File: config.mk
export PLATFORM = sky130hd
export DESIGN_NAME = cache_controller_msg_receiver
export DESIGN_NICKNAME = d
export VERILOG_FILES = /design/src/rtl/cache_controller_msg_receiver.sv
export SDC_FILE = /design/constraint.sdc
export NUM_CORES = 1
export LEC_CHECK = 0
export CAP_MARGIN = 20
export CELL_PAD_IN_SITES_DETAIL_PLACEMENT = 1
export CELL_PAD_IN_SITES_GLOBAL_PLACEMENT = 2
export CORE_ASPECT_RATIO = 0.9
export CORE_MARGIN = 1
export CORE_UTILIZATION = 40
export CTS_BUF_LIST = sky130_fd_sc_hd__clkbuf_2
export CTS_CLUSTER_SIZE = 28
export DETAILED_ROUTE_END_ITERATION = 12
export PLACE_DENSITY = 0.74
export SLEW_MARGIN = 10
export SYNTH_ARGS = -nofsm -noshare
export SYNTH_HDL_FRONTEND = slang
export SYNTH_SLANG_ARGS = --single-unit
File: constraint.sdc
create_clock -name clk -period 16 [get_ports clk]
set_input_delay 2.4 -clock clk [delete_from_list [all_inputs] [get_ports clk]]
set_output_delay 2.4 -clock clk [all_outputs]
set_load 0.005 [all_outputs]
File: src/rtl/cache_controller_msg_receiver.sv
// Receive-side front end of the cache controller: buffers NI responses and forwarded
// requests in separate FIFOs and presents one message at a time to stage 1.
package cache_controller_msg_pkg;
    typedef struct packed {
        logic [1:0]  packet_type;
        logic [31:0] address;
        logic [3:0]  source_tile;
        logic [31:0] data;
    } coherence_response_message_t;

    typedef struct packed {
        logic [1:0]  packet_type;
        logic [31:0] address;
        logic [3:0]  requestor_tile;
    } coherence_forwarded_message_t;
endpackage

module cache_controller_msg_receiver
    import cache_controller_msg_pkg::*;
#(
    parameter int FIFO_DEPTH            = 4,
    parameter int ALMOST_FULL_THRESHOLD = FIFO_DEPTH - 2,
    parameter int STARVE_LIMIT          = 3,
    parameter int TILE_ID               = 0
) (
    input  logic                         clk,
    input  logic                         reset,
    input  logic                         ni_response_valid,
    input  coherence_response_message_t  ni_response,
    input  logic                         ni_forwarded_request_valid,
    input  coherence_forwarded_message_t ni_forwarded_request,
    output logic                         cc_response_almost_full,
    output logic                         cc_forwarded_almost_full,
    output logic                         ccin_msg_valid,
    output logic                         ccin_msg_is_response,
    output coherence_response_message_t  ccin_response,
    output coherence_forwarded_message_t ccin_forwarded_request,
    input  logic                         cc1_msg_consumed,
    output logic                         ccin_overflow
);
    localparam int PTR_W = $clog2(FIFO_DEPTH);
    localparam int CNT_W = PTR_W + 1;
    localparam int STV_W = $clog2(STARVE_LIMIT + 1);
    localparam logic [CNT_W-1:0] FULL_CNT = CNT_W'(FIFO_DEPTH);
    localparam logic [CNT_W-1:0] AF_CNT   = CNT_W'(ALMOST_FULL_THRESHOLD);
    localparam logic [STV_W-1:0] STV_MAX  = STV_W'(STARVE_LIMIT);

    coherence_response_message_t  resp_mem_q [FIFO_DEPTH];
    coherence_forwarded_message_t fwd_mem_q  [FIFO_DEPTH];
    logic [PTR_W-1:0] resp_rd_q, resp_wr_q, fwd_rd_q, fwd_wr_q;
    logic [CNT_W-1:0] resp_cnt_q, resp_cnt_d, fwd_cnt_q, fwd_cnt_d;
    logic [STV_W-1:0] starve_q, starve_d;
    logic             valid_q, valid_d, is_resp_q, is_resp_d, overflow_q, overflow_d;
    logic             consume, resp_deq, fwd_deq, resp_full, fwd_full;
    logic             resp_enq, fwd_enq, resp_drop, fwd_drop;

    // A full FIFO still accepts when the presented head leaves it this same cycle.
    assign consume   = valid_q & cc1_msg_consumed;
    assign resp_deq  = consume & is_resp_q;
    assign fwd_deq   = consume & ~is_resp_q;
    assign resp_full = (resp_cnt_q == FULL_CNT);
    assign fwd_full  = (fwd_cnt_q == FULL_CNT);
    assign resp_enq  = ni_response_valid & (~resp_full | resp_deq);
    assign fwd_enq   = ni_forwarded_request_valid & (~fwd_full | fwd_deq);
    assign resp_drop = ni_response_valid & ~resp_enq;
    assign fwd_drop  = ni_forwarded_request_valid & ~fwd_enq;

    assign resp_cnt_d = resp_cnt_q + CNT_W'(resp_enq) - CNT_W'(resp_deq);
    assign fwd_cnt_d  = fwd_cnt_q + CNT_W'(fwd_enq) - CNT_W'(fwd_deq);
    assign overflow_d = overflow_q | resp_drop | fwd_drop;

    always_comb begin
        // NOTE: every output of this block gets a default first so no latch is inferred.
        starve_d  = starve_q;
        valid_d   = valid_q;
        is_resp_d = is_resp_q;
        if (fwd_deq || fwd_cnt_q == '0) begin
            starve_d = '0;
        end else if (resp_deq && starve_q != STV_MAX) begin
            starve_d = starve_q + 1'b1;
        end
        // Re-arbitrate only when nothing is locked in front of stage 1.
        if (!valid_q || consume) begin
            valid_d   = (resp_cnt_d != '0) || (fwd_cnt_d != '0);
            is_resp_d = (resp_cnt_d != '0) && ((fwd_cnt_d == '0) || (starve_d != STV_MAX));
        end
    end

    always_ff @(posedge clk or posedge reset) begin
        if (reset) begin
            // NOTE: the storage is reset too, so the payload outputs read 0 after reset, never X.
            for (int i = 0; i < FIFO_DEPTH; i++) begin
                resp_mem_q[i] <= '0;
                fwd_mem_q[i]  <= '0;
            end
            resp_rd_q  <= '0;
            resp_wr_q  <= '0;
            resp_cnt_q <= '0;
            fwd_rd_q   <= '0;
            fwd_wr_q   <= '0;
            fwd_cnt_q  <= '0;
            starve_q   <= '0;
            valid_q    <= 1'b0;
            is_resp_q  <= 1'b0;
            overflow_q <= 1'b0;
        end else begin
            // NOTE: non-blocking assignments keep every register sampling pre-edge values.
            if (resp_enq) begin
                resp_mem_q[resp_wr_q] <= ni_response;
                resp_wr_q             <= resp_wr_q + 1'b1;
            end
            if (fwd_enq) begin
                fwd_mem_q[fwd_wr_q] <= ni_forwarded_request;
                fwd_wr_q            <= fwd_wr_q + 1'b1;
            end
            if (resp_deq) resp_rd_q <= resp_rd_q + 1'b1;
            if (fwd_deq)  fwd_rd_q  <= fwd_rd_q + 1'b1;
            resp_cnt_q <= resp_cnt_d;
            fwd_cnt_q  <= fwd_cnt_d;
            starve_q   <= starve_d;
            valid_q    <= valid_d;
            is_resp_q  <= is_resp_d;
            overflow_q <= overflow_d;
        end
    end

    assign ccin_msg_valid           = valid_q;
    assign ccin_msg_is_response     = is_resp_q;
    assign ccin_response            = resp_mem_q[resp_rd_q];
    assign ccin_forwarded_request   = fwd_mem_q[fwd_rd_q];
    assign cc_response_almost_full  = (resp_cnt_q >= AF_CNT);
    assign cc_forwarded_almost_full = (fwd_cnt_q >= AF_CNT);
    assign ccin_overflow            = overflow_q;
endmodule

# == Word level (Yosys, flattened, before mapping) ==
# Index checks and enable logic that the tools add are counted.
# totals
ff_bits,451
in_bits,113
output_inout_bits,113
word_cells,106
# classes
n_addsub,9
n_lt_le_gt_ge,8
eq_ne,4
muxes,14
bitwise_logic,20
reduce_logical,13
# ops
operator,n
$bwmux W280,1
$mux W70,3
$bwmux W152,1
$bmux W70 S2,1
$demux W70 S2,1
$mux W38,3
$bmux W38 S2,1
$demux W38 S2,1
$ge A3 B3 Y1 const B,4
$not A2 Y3,4
$add A2 B1 Y2 const B,5
$and A1 B1 Y1,7
$add A3 B1 Y3,2
$eq A3 B3 Y1 const B,2
$ge A3 B2 Y1 const B,2
$logic_not A3 Y1,2
$lt A3 B1 Y1 const B,2
$reduce_bool A3 Y1,2
$sub A3 B1 Y3,2
$not A1 Y1,5
$logic_and A1 B1 Y1,4
$logic_or A1 B1 Y1,4
$mux W2,2
$ne A2 B2 Y1 const B,2
other kinds (2),5

# == Logic depth before layout (Yosys ltp) ==
# Gate-level depths: netlist of run 1.
# depth
ltp_word,9
depth_mapped,11
depth_no_buf,11

# == Worst setup path before layout of run 1 ==
# Ideal clock, no wire load.
# synth_path
path_type,input to register
startpoint,input port cc1_msg_consumed
endpoint,"register is_resp_q, in the netlist ccin_msg_is_response"
setup_time_ns,0.095
arrival_ns,4.262
t_required_ns,15.905
path_slack_ns,11.643
stages,11
path_buffers,0
path_cell_list,nand3b_4 > a31oi_4 > inv_1 > ha_1 > inv_1 > ha_1 > fa_1 > xnor2_1 > nor3_1 > a211oi_1 > o31ai_1
# synth_between
elab_chain_cells,9
word_cells_on_any_way,21
classes_between,add/sub: 4; eq/ne: 1; mux: 2; bitwise: 7; reduce/logical: 7
# synth_rtl
item,line_no,source
"start, declared",38,"input logic cc1_msg_consumed,"
$and A1 B1 Y1 *,58,assign consume = valid_q & cc1_msg_consumed;
$and A1 B1 Y1 *,60,assign fwd_deq = consume & ~is_resp_q;
$or A1 B1 Y1,64,assign fwd_enq = ni_forwarded_request_valid & (~fwd_full | fwd_deq);
$and A1 B1 Y1,64,
$add A3 B1 Y3,69,assign fwd_cnt_d = fwd_cnt_q + CNT_W'(fwd_enq) - CNT_W'(fwd_deq);
$sub A3 B1 Y3 *,69,
net fwd_cnt_d[2],51,"logic [CNT_W-1:0] resp_cnt_q, resp_cnt_d, fwd_cnt_q, fwd_cnt_d;"
$logic_not A3 Y1 *,85,is_resp_d = (resp_cnt_d != '0) && ((fwd_cnt_d == '0) || (starve_d != STV_MAX));
$logic_or A1 B1 Y1 *,85,
$logic_and A1 B1 Y1 *,85,
"end signal, assigned",122,is_resp_q <= is_resp_d;
"end, declared",53,"logic valid_q, valid_d, is_resp_q, is_resp_d, overflow_q, overflow_d;"
# The timed path passes the listed nets; every way through them passes the cells marked *.
# A chain may end at the register's enable or synchronous reset.

==> flow_summary.json, run 1 <==
{
  "ant_nets": 0,
  "fin_cells": 2170,
  "worst_pin_slew_ns": 0.967,
  "grt-ovfl-total": 0,
  "cts_hold_buf": 0,
  "post_drt_wl_per_cell_um": 20.5,
  "leakage_nw": 10.1,
  "holdCritStartpoint": "fwd_mem_q[49]",
  "post-synth-top-count-cell": "dfrtp_1",
  "cp-end-kind": "output pin",
  "ys_seq_area_share_pct": 57.2,
  "antenna_found_initial": 8,
  "hold_end": "fwd_mem_q[49]",
  "cp.required_ns": 13.60,
  "initial_utilization_pct": 40.8,
  "max-vdd-ir-drop_mv": 0.104,
  "ys.flop_type": "dfrtp_1",
  "drive_gt1_share_pct": 50.0,
  "placed_area_sq_um": 22400,
  "drv_slew": 0,
  "critPathMaxFanout": 43,
  "grt_start_max_net_pins": 93,
  "via_per_inst": 5.14,
  "min_period_ns": 6.36,
  "synthCells": 1144,
  "synth_edf_count": 0,
  "synth_top_area_cell": "dfrtp_1",
  "dr.pass1.iters": 4,
  "clock_latency_ns": 1.14,
  "synthTopCellsByArea": "dfrtp_1, mux2_2, mux4_2, buf_6, ha_1",
  "ys_types": 29,
  "place_congestion": 0.697,
  "vias": 11100,
  "stdcell_area_sq_um": 23500,
  "dp_hpwl_mm": 27.0,
  "h-tree-depth": 3,
  "synth.top_cell.area_share_pct": 57.2,
  "post_cts_buffers": 0,
  "cts_buffers": 119,
  "drc_errors": 0,
  "startpoint": "resp_rd_q[0]",
  "syn-num-nets": 1274,
  "grt_pass1_vias": 12900,
  "grt_setup_unrepaired": "false",
  "ys_seq_elements": 451,
  "status": "completed",
  "finalSetupTns_ns": 0,
  "placementRows": 76,
  "synth_common_cells": "dfrtp_1, mux2_2, mux4_2",
  "ctsLongestPathBuffers": 3,
  "core_area_sq_um": 48300,
  "syn_avg_cell_area_sq_um": 17.2,
  "cts_num_sinks": 451,
  "fill_cells": 4715,
  "post_cts_resized": 0,
  "grt_pass1_wl_mm": 73.3,
  "finalNetCount": 1570,
  "numPortBuffers": 225,
  "area_delta_synth_final_pct": 19.3,
  "clkTransAtPathRegs_ns": 0.10,
  "cts_tree": "yes",
  "cap_violations": 0,
  "yosysWarnings": 0,
  "rrSetupSlack_ns": 13.24,
  "cp_cell_sequence": "buf_4, mux4_2, clkdlybuf4s50_1",
  "start_kind": "flip-flop",
  "power_mw": 5.16,
  "hold_violations": 0,
  "power_density_nw_per_um2": 219,
  "holdPathStages": 1,
  "synth.cell_area_sq_um": 19700,
  "timing.rr.end": "ccin_msg_is_response",
  "clockRootBuffer": "clkbuf_2",
  "async_flop_share_pct": 100,
  "timing.rr.start": "ccin_msg_is_response",
  "slew_headroom_pct": 35.6,
  "dieArea_sq_um": 50200,
  "chipWidth_um": 236,
  "slowest_delay_ns": 0.85,
  "track_usage_pct": 18.8,
  "crit_arrival_ns": 3.96,
  "setup_viol": 0,
  "die_y_um": 213,
  "wl_mm": 44.5,
  "clock_skew_ns": 0.0774,
  "drt_iter0_markers": 404,
  "max_freq_mhz": 157,
  "min_period_over_period_pct": 39.7,
  "crit_type": "flip-flop to output pin",
  "io-pin-count": 226,
  "hold_path.class": "flip-flop to flip-flop",
  "dp_cells": 1942,
  "rr_worst_depth": 11,
  "cpMaxStageDelayCell": "dfrtp_4"
}
critical path, delay by kind of cell, from the launching register on:
kind,cells,cell delay [ns]
flops,1,0.85
mux,1,0.60
buf+inv,2,1.38
report_power, final:
group | switching [mW] | total [mW] | internal [mW] | leakage (nW)
clock | 0.485 | 0.797 | 0.313 | 0.849
sequential | 0.320 | 2.05 | 1.73 | 5.34
combinational | 0.812 | 2.32 | 1.51 | 3.89
kinds of logic (layout without fill, tap and decap cells):
kind of cell,count (synthesis),after routing,synth area share [%]
AO/OA/AOI/OAI,13,13,0.577
AND/OR/NAND/NOR,26,26,0.755
other,0,11,0
flip-flops,451,451,57.2
multiplexers,540,540,37.0
buffers and inverters,88,479,2.91
XOR/XNOR,9,9,0.400
adder cells (fa/ha/maj),17,17,1.15
registers in the layout, summed over array words and instances (netlist names), 2 cells and up:
register and count:
resp_wr_q 2, fwd_mem_q 152, resp_mem_q 280, resp_cnt_q 3, resp_rd_q 2, fwd_wr_q 2, starve_q 2, fwd_cnt_q 3
fwd_rd_q 2
metrics by stage:
| stage | util [%] | hold WS [ns] | worst slack (ns) |
|---|---|---|---|
| finish | 48.7 | 0.505 | 9.64 |
| global route | 48.7 | 0.521 | 9.15 |
| CTS | 48.6 | 0.506 | 9.35 |
| detailed placement | 46.4 | 0.483 | 9.81 |
| global placement | 46.4 | 0.476 | 9.83 |
| floorplan | - | 0.459 | 1.03 |
worst max path at each step:
| stage | end | slack (ns) | cells after the start |
|---|---|---|---|
| final | ccin_response[65] | 9.64 | 3 |
| after global routing | ccin_response[17] | 9.15 | 3 |
| after CTS | ccin_response[65] | 9.35 | 3 |
| after detailed placement | resp_mem_q[194] | 9.81 | 5 |
| after global placement | resp_mem_q[194] | 9.83 | 5 |
| after floorplan | ccin_msg_is_response | 1.03 | 1 |
layout by cell type, fill, tap and decap left out, types with 2 or more instances in the layout:
| cell type | n |
|---|---|
| dfrtp_1 | 447 |
| inv_2 | 4 |
| mux2_2 | 428 |
| clkinv_1 | 17 |
| o31ai_1 | 3 |
| mux4_2 | 108 |
| nand2_1 | 10 |
| xnor2_1 | 9 |
| dfrtp_4 | 2 |
| ha_1 | 15 |
| mux2_1 | 4 |
| clkdlybuf4s50_1 | 225 |
| dfrtp_2 | 2 |
| fa_1 | 2 |
| nor3_1 | 2 |
| diode_2 | 11 |
| a31oi_4 | 2 |
| buf_4 | 17 |
| clkbuf_2 | 190 |
| inv_1 | 19 |
| clkinv_2 | 3 |
| o21ai_0 | 4 |
| nand2_4 | 4 |
| nor2_1 | 4 |
final cells by class:
type	instances	area (sq um)	area share [%]
flip-flops and latches	451	11300	48.0
multi-input cells	605	7890	33.5
repair buffers	243	2410	10.2
clock buffers	190	951	4.04
well taps	624	781	3.32
clock inverters	26	110	0.468
inverters	20	82.6	0.351
diodes	11	27.5	0.117
layer usage:
layer	track usage, %	wire length (um)	vias to the layer above	part of all wire, %
met4	6.36	927	8	2.1
met5	0	50	-	0.11
met2	29.8	21400	242	48
met3	6.98	3070	98	6.9
li1	-	-	4935	-
met1	23.7	19000	5863	43
(Power assumes the default switching activity.)
==> run 2: changes to the inputs <==
==> constraint.sdc (replaced) <==
create_clock -name clk -period 5.9 [get_ports clk]
set_input_delay 0.885 -clock clk [delete_from_list [all_inputs] [get_ports clk]]
set_output_delay 0.885 -clock clk [all_outputs]
set_load 0.005 [all_outputs]
==> run 2 against run 1 <==
Compared with the run above:
- critical path type unchanged
- clock skew increased by 0.0083 ns
- combinational power increased to 2.7 times the previous value
- flip-flop and latch count unchanged
==> flow_summary.json, run 2 (synthesis results as in run 1) <==
{
  "finalNetCount": 1571,
  "cp.required_ns": 5.02,
  "io-pin-count": 226,
  "slew_headroom_pct": 31.6,
  "startpoint": "fwd_rd_q[1]",
  "chipWidth_um": 236,
  "cts_num_sinks": 451,
  "via_per_inst": 5.14,
  "antenna_found_initial": 6,
  "track_usage_pct": 18.7,
  "layout_commonest_cell": "dfrtp_1",
  "fin_cells": 2158,
  "grt_pass1_vias": 12800,
  "timing.rr.start": "ccin_msg_is_response",
  "pre_cts_slack_ns": 2.12,
  "ant_nets": 0,
  "critPathMaxFanout": 27,
  "ctsLongestPathBuffers": 3,
  "p_comb_share_pct": 44.3,
  "min_period_over_period_pct": 76.2,
  "crit_arrival_ns": 3.61,
  "worst_pin_slew_ns": 1.03,
  "final_cell_mix": "dfrtp_1, mux2_2, clkdlybuf4s50_1",
  "finalWorstSetupSlack_ns": 1.40,
  "drive_gt1_share_pct": 49.4,
  "post_cts_resized": 0,
  "power_mw": 14.0,
  "crit_type": "flip-flop to output pin",
  "max_freq_mhz": 222,
  "cap_violations": 0,
  "fill_cells": 4702,
  "drt_iter0_markers": 361,
  "dp_hpwl_mm": 26.9,
  "area_delta_synth_final_pct": 19.2,
  "power_frac_clock_pct": 15.2,
  "cp-end-kind": "output pin",
  "post_cts_buffers": 0,
  "internal_power_mw": 9.61,
  "regMostFlops": "resp_mem_q",
  "min_period_ns": 4.50,
  "grt-ovfl-total": 0,
  "seqPwrFrac_pct": 40.5,
  "grt_setup_unrepaired": "false",
  "dp_cells": 1943,
  "clockRootBuffer": "clkbuf_2",
  "h-tree-depth": 3,
  "numPortBuffers": 225,
  "vias": 11100,
  "status": "completed",
  "drv_slew": 0,
  "post_drt_wl_per_cell_um": 20.7,
  "die_y_um": 213,
  "wl_mm": 44.7,
  "leakage_nw": 10.0,
  "grt_pass1_wl_mm": 72.7,
  "drc_errors": 0,
  "largest_reg_flops": 280,
  "cts_tree": "yes",
  "grt_start_max_net_pins": 151,
  "switching_share_pct": 31.4,
  "clock_latency_ns": 1.10,
  "initial_utilization_pct": 40.8,
  "place_congestion": 0.735,
  "dieArea_sq_um": 50200,
  "hold_path.class": "primary input to async pin",
  "setup_viol": 0,
  "cts_hold_buf": 0,
  "placementRows": 76,
  "cts_buffers": 120,
  "start_kind": "flip-flop",
  "reg_top3": "resp_mem_q: 280 flops, fwd_mem_q: 152 flops",
  "power_density_nw_per_um2": 595,
  "dr.pass1.iters": 4,
  "max-vdd-ir-drop_mv": 0.232,
  "hold_violations": 0,
  "clkTransAtPathRegs_ns": 0.11,
  "core_area_sq_um": 48300,
  "switching_power_mw": 4.39,
  "clock_skew_ns": 0.0857
}
## run 2: cell type report
cell class / count / area (sq um) / share of cell area [%]
Multi-Input combinational cell: 605 / 7900 / 33.6
Inverter: 20 / 78.8 / 0.335
Antenna cell: 3 / 7.51 / 0.0319
Clock inverter: 40 / 188 / 0.798
Sequential cell: 451 / 11300 / 48.0
Clock buffer: 172 / 861 / 3.66
Tap cell: 624 / 781 / 3.32
Timing Repair Buffer: 243 / 2410 / 10.3
## run 2: critical path, cell delays in order (launching register included)
cell             delay (ns)
dfrtp_2                1.02
buf_4                  0.43
mux4_2                 0.55
clkdlybuf4s50_1        0.52
## run 2: metal layers
layer | part of all wire [%] | track usage [%]
met1 | 42 | 23.3
met2 | 49 | 30.3
met3 | 6.9 | 6.99
met4 | 1.6 | 5.59
met5 | 0.076 | 0
## run 2: per-stage QoR
stage	utilization [%]	area (sq um)	setup TNS, ns	hold slack (ns)
final	48.7	23500	0	0.339
after global routing	48.7	23500	0	0.231
after CTS	48.7	23500	0	0.189
after detailed placement	46.5	22500	0	0.488
after global placement	46.5	22500	0	0.471
after floorplan	-	19700	-488.93	0.459
## run 2: final timing paths
path / endpoint / slack, ns / cells after the start
setup / recovery: ccin_forwarded_request[19] / 1.40 / 3
min in group clk: resp_mem_q[180] / 0.49 / 2
hold / removal: resp_mem_q[222] / 0.34 / 2
setup reg to reg: ccin_msg_is_response / 3.09 / 11
max in group asynchronous: fwd_mem_q[9] / 4.18 / 3
hold reg to reg: fwd_mem_q[50] / 0.50 / 1
## run 2: power groups by stage
stage | Combinational [mW] | Clock [mW] | Sequential (mW)
6_report | 6.20 | 2.13 | 5.68
3_3_place_gp | 6.18 | 0 | 5.67
2_1_floorplan | 4.14 | 0 | 5.24
3_5_place_dp | 6.32 | 0 | 5.76
4_1_cts | 6.34 | 2.27 | 5.70
5_1_grt | 6.70 | 2.40 | 5.93
==> run 3: changes to the inputs <==
==> constraint.sdc (replaced) <==
create_clock -name clk -period 4.5 [get_ports clk]
set_input_delay 0.675 -clock clk [delete_from_list [all_inputs] [get_ports clk]]
set_output_delay 0.675 -clock clk [all_outputs]
set_load 0.005 [all_outputs]
==> run 3 against run 2 <==
Compared with the run above:
- non-clock buffer count up 9
- worst setup slack worse by 0.98 ns
- cell count up 0.14%
- power up 31%
- via count up 1.0%
- flip-flop and latch count unchanged
- global-route usage up 0.51 points
- combinational power up 35%
- clock-buffer cell count up 5
- critical path depth unchanged
- register-to-register slack worse by 1.4 ns
==> flow_summary.json, run 3 (synthesis results as in run 1) <==
{
  "clock_latency_ns": 1.11,
  "fin_cells": 2161,
  "place_congestion": 0.726,
  "use_met3_pct": 7.25,
  "grtUsageMet2_pct": 30.5,
  "cts_tree": "yes",
  "multi_input_area_sq_um": 7900,
  "area_delta_synth_final_pct": 19.8,
  "pre_cts_slack_ns": 0.909,
  "io-pin-count": 226,
  "use_met1_pct": 24.1,
  "cp-end-kind": "output pin",
  "core_area_sq_um": 48300,
  "final_cell_mix": "dfrtp_1, mux2_2, clkdlybuf4s50_1",
  "regMostFlops": "resp_mem_q",
  "reg_top3": "resp_mem_q: 280 flops, fwd_mem_q: 152 flops",
  "leakage_nw": 10.1,
  "switching_power_mw": 5.78,
  "dp_hpwl_mm": 28.6,
  "grt_pass1_vias": 12900,
  "largest_reg_flops": 280,
  "grt-ovfl-total": 0,
  "clock_skew_ns": 0.0705,
  "crit_type": "flip-flop to output pin",
  "placed_area_sq_um": 22600,
  "clkTransAtPathRegs_ns": 0.09,
  "status": "completed",
  "vias": 11200,
  "layout_commonest_cell": "dfrtp_1",
  "internal_power_mw": 12.6,
  "ant_nets": 0,
  "cp_cell_sequence": "buf_4, mux4_2, clkdlybuf4s50_1",
  "worst_pin_slew_ns": 0.715,
  "cts_hold_buf": 1,
  "grt.busiest_layer": "met2",
  "hold_violations": 0,
  "seqPwrFrac_pct": 39.9,
  "hold_path.class": "primary input to flip-flop",
  "drt_iter0_markers": 291,
  "setup_viol": 0,
  "switching_share_pct": 31.4,
  "die_y_um": 213,
  "power_mw": 18.4,
  "clockRootBuffer": "clkbuf_2",
  "dr.pass1.iters": 4,
  "cap_violations": 0,
  "cpMaxStageDelayCell": "dfrtp_4",
  "grt_setup_unrepaired": "false",
  "crit_arrival_ns": 3.40,
  "start_kind": "flip-flop",
  "min_period_ns": 4.08,
  "numPortBuffers": 225,
  "critPathMaxFanout": 28,
  "stdcell_area_sq_um": 23600,
  "fill_cells": 4693,
  "post_drt_wl_per_cell_um": 21.2,
  "post_cts_resized": 0,
  "min_period_over_period_pct": 90.6,
  "max_freq_mhz": 245,
  "slowest_delay_ns": 0.84,
  "ff_latch_area_sq_um": 11300,
  "ctsLongestPathBuffers": 3,
  "grt_start_max_net_pins": 85,
  "finalNetCount": 1578,
  "slew_headroom_pct": 52.2,
  "chipWidth_um": 236,
  "power_density_nw_per_um2": 778,
  "dieArea_sq_um": 50200,
  "wl_mm": 45.7,
  "power_frac_clock_pct": 14.6,
  "placementRows": 76,
  "initial_utilization_pct": 40.8,
  "whs_ns": 0.243,
  "cts_buffers": 118,
  "grt_pass1_wl_mm": 74.5,
  "dp_cells": 1951,
  "cts_num_sinks": 451,
  "h-tree-depth": 3,
  "drc_errors": 0,
  "drv_slew": 0,
  "finalWorstSetupSlack_ns": 0.423,
  "cp.required_ns": 3.83,
  "post_cts_buffers": 0,
  "antenna_found_initial": 8,
  "max-vdd-ir-drop_mv": 0.284,
  "via_per_inst": 5.18,
  "p_comb_share_pct": 45.4,
  "drive_gt1_share_pct": 49.9,
  "track_usage_pct": 19.2
}
[run 3: cell types whose count changed in the layout (fill, tap and decap cells not counted), moves of 5 or more]
cell      before  now
clkinv_2       5    0
clkbuf_2     172  177
buf_12         2   10
clkinv_1      29   18
diode_2        3   10
[run 3: routing by layer]
metal	up-vias	wire length (um)
li1	4929	-
met1	5930	19400
met2	246	22100
met3	89	3260
met4	8	954
met5	-	46
[run 3: worst max-delay path: cells and delay by family, from the launching register on]
family | cells | cell delay, ns
buffers and inverters | 2 | 0.92
flip-flops | 1 | 0.84
multiplexers | 1 | 0.54
[run 3: stage by stage]
step	util [%]	TNS, ns
5_1_grt	48.9	0
6_report	48.9	0
3_5_place_dp	46.8	0
4_1_cts	48.9	0
2_1_floorplan	-	-1025.62
3_3_place_gp	46.8	0
[run 3: power by group through the flow]
stage / clock network (mW) / registers [mW] / logic [mW]
floorplan: 0 / 6.87 / 5.42
global placement: 0 / 7.32 / 8.32
global route: 3.05 / 7.64 / 9.03
CTS: 2.86 / 7.36 / 8.55
detailed placement: 0 / 7.45 / 8.51
finish: 2.69 / 7.34 / 8.36
[run 3: cell type report]
cell class | count | share of cell area, %
sequential | 451 | 47.8
multi-input combinational | 605 | 33.4
timing repair buffer | 252 | 10.9
clock buffer | 177 | 3.75
tap | 624 | 3.30
clock inverter | 22 | 0.365
inverter | 20 | 0.334
antenna | 10 | 0.106
[run 3: worst paths after layout]
| kind | startpoint | endpoint | slack (ns) | cells after the start |
|---|---|---|---|---|
| max | resp_rd_q[0] | ccin_response[24] | 0.42 | 3 |
| min | ni_forwarded_request_valid | ccin_overflow | 0.24 | 3 |
| max reg2reg | ccin_msg_is_response | ccin_msg_is_response | 1.67 | 11 |
| min reg2reg | fwd_mem_q[49] | fwd_mem_q[49] | 0.50 | 1 |
| max in group asynchronous | reset | resp_mem_q[129] | 2.75 | 5 |
| min in group asynchronous | reset | resp_rd_q[1] | 0.63 | 3 |
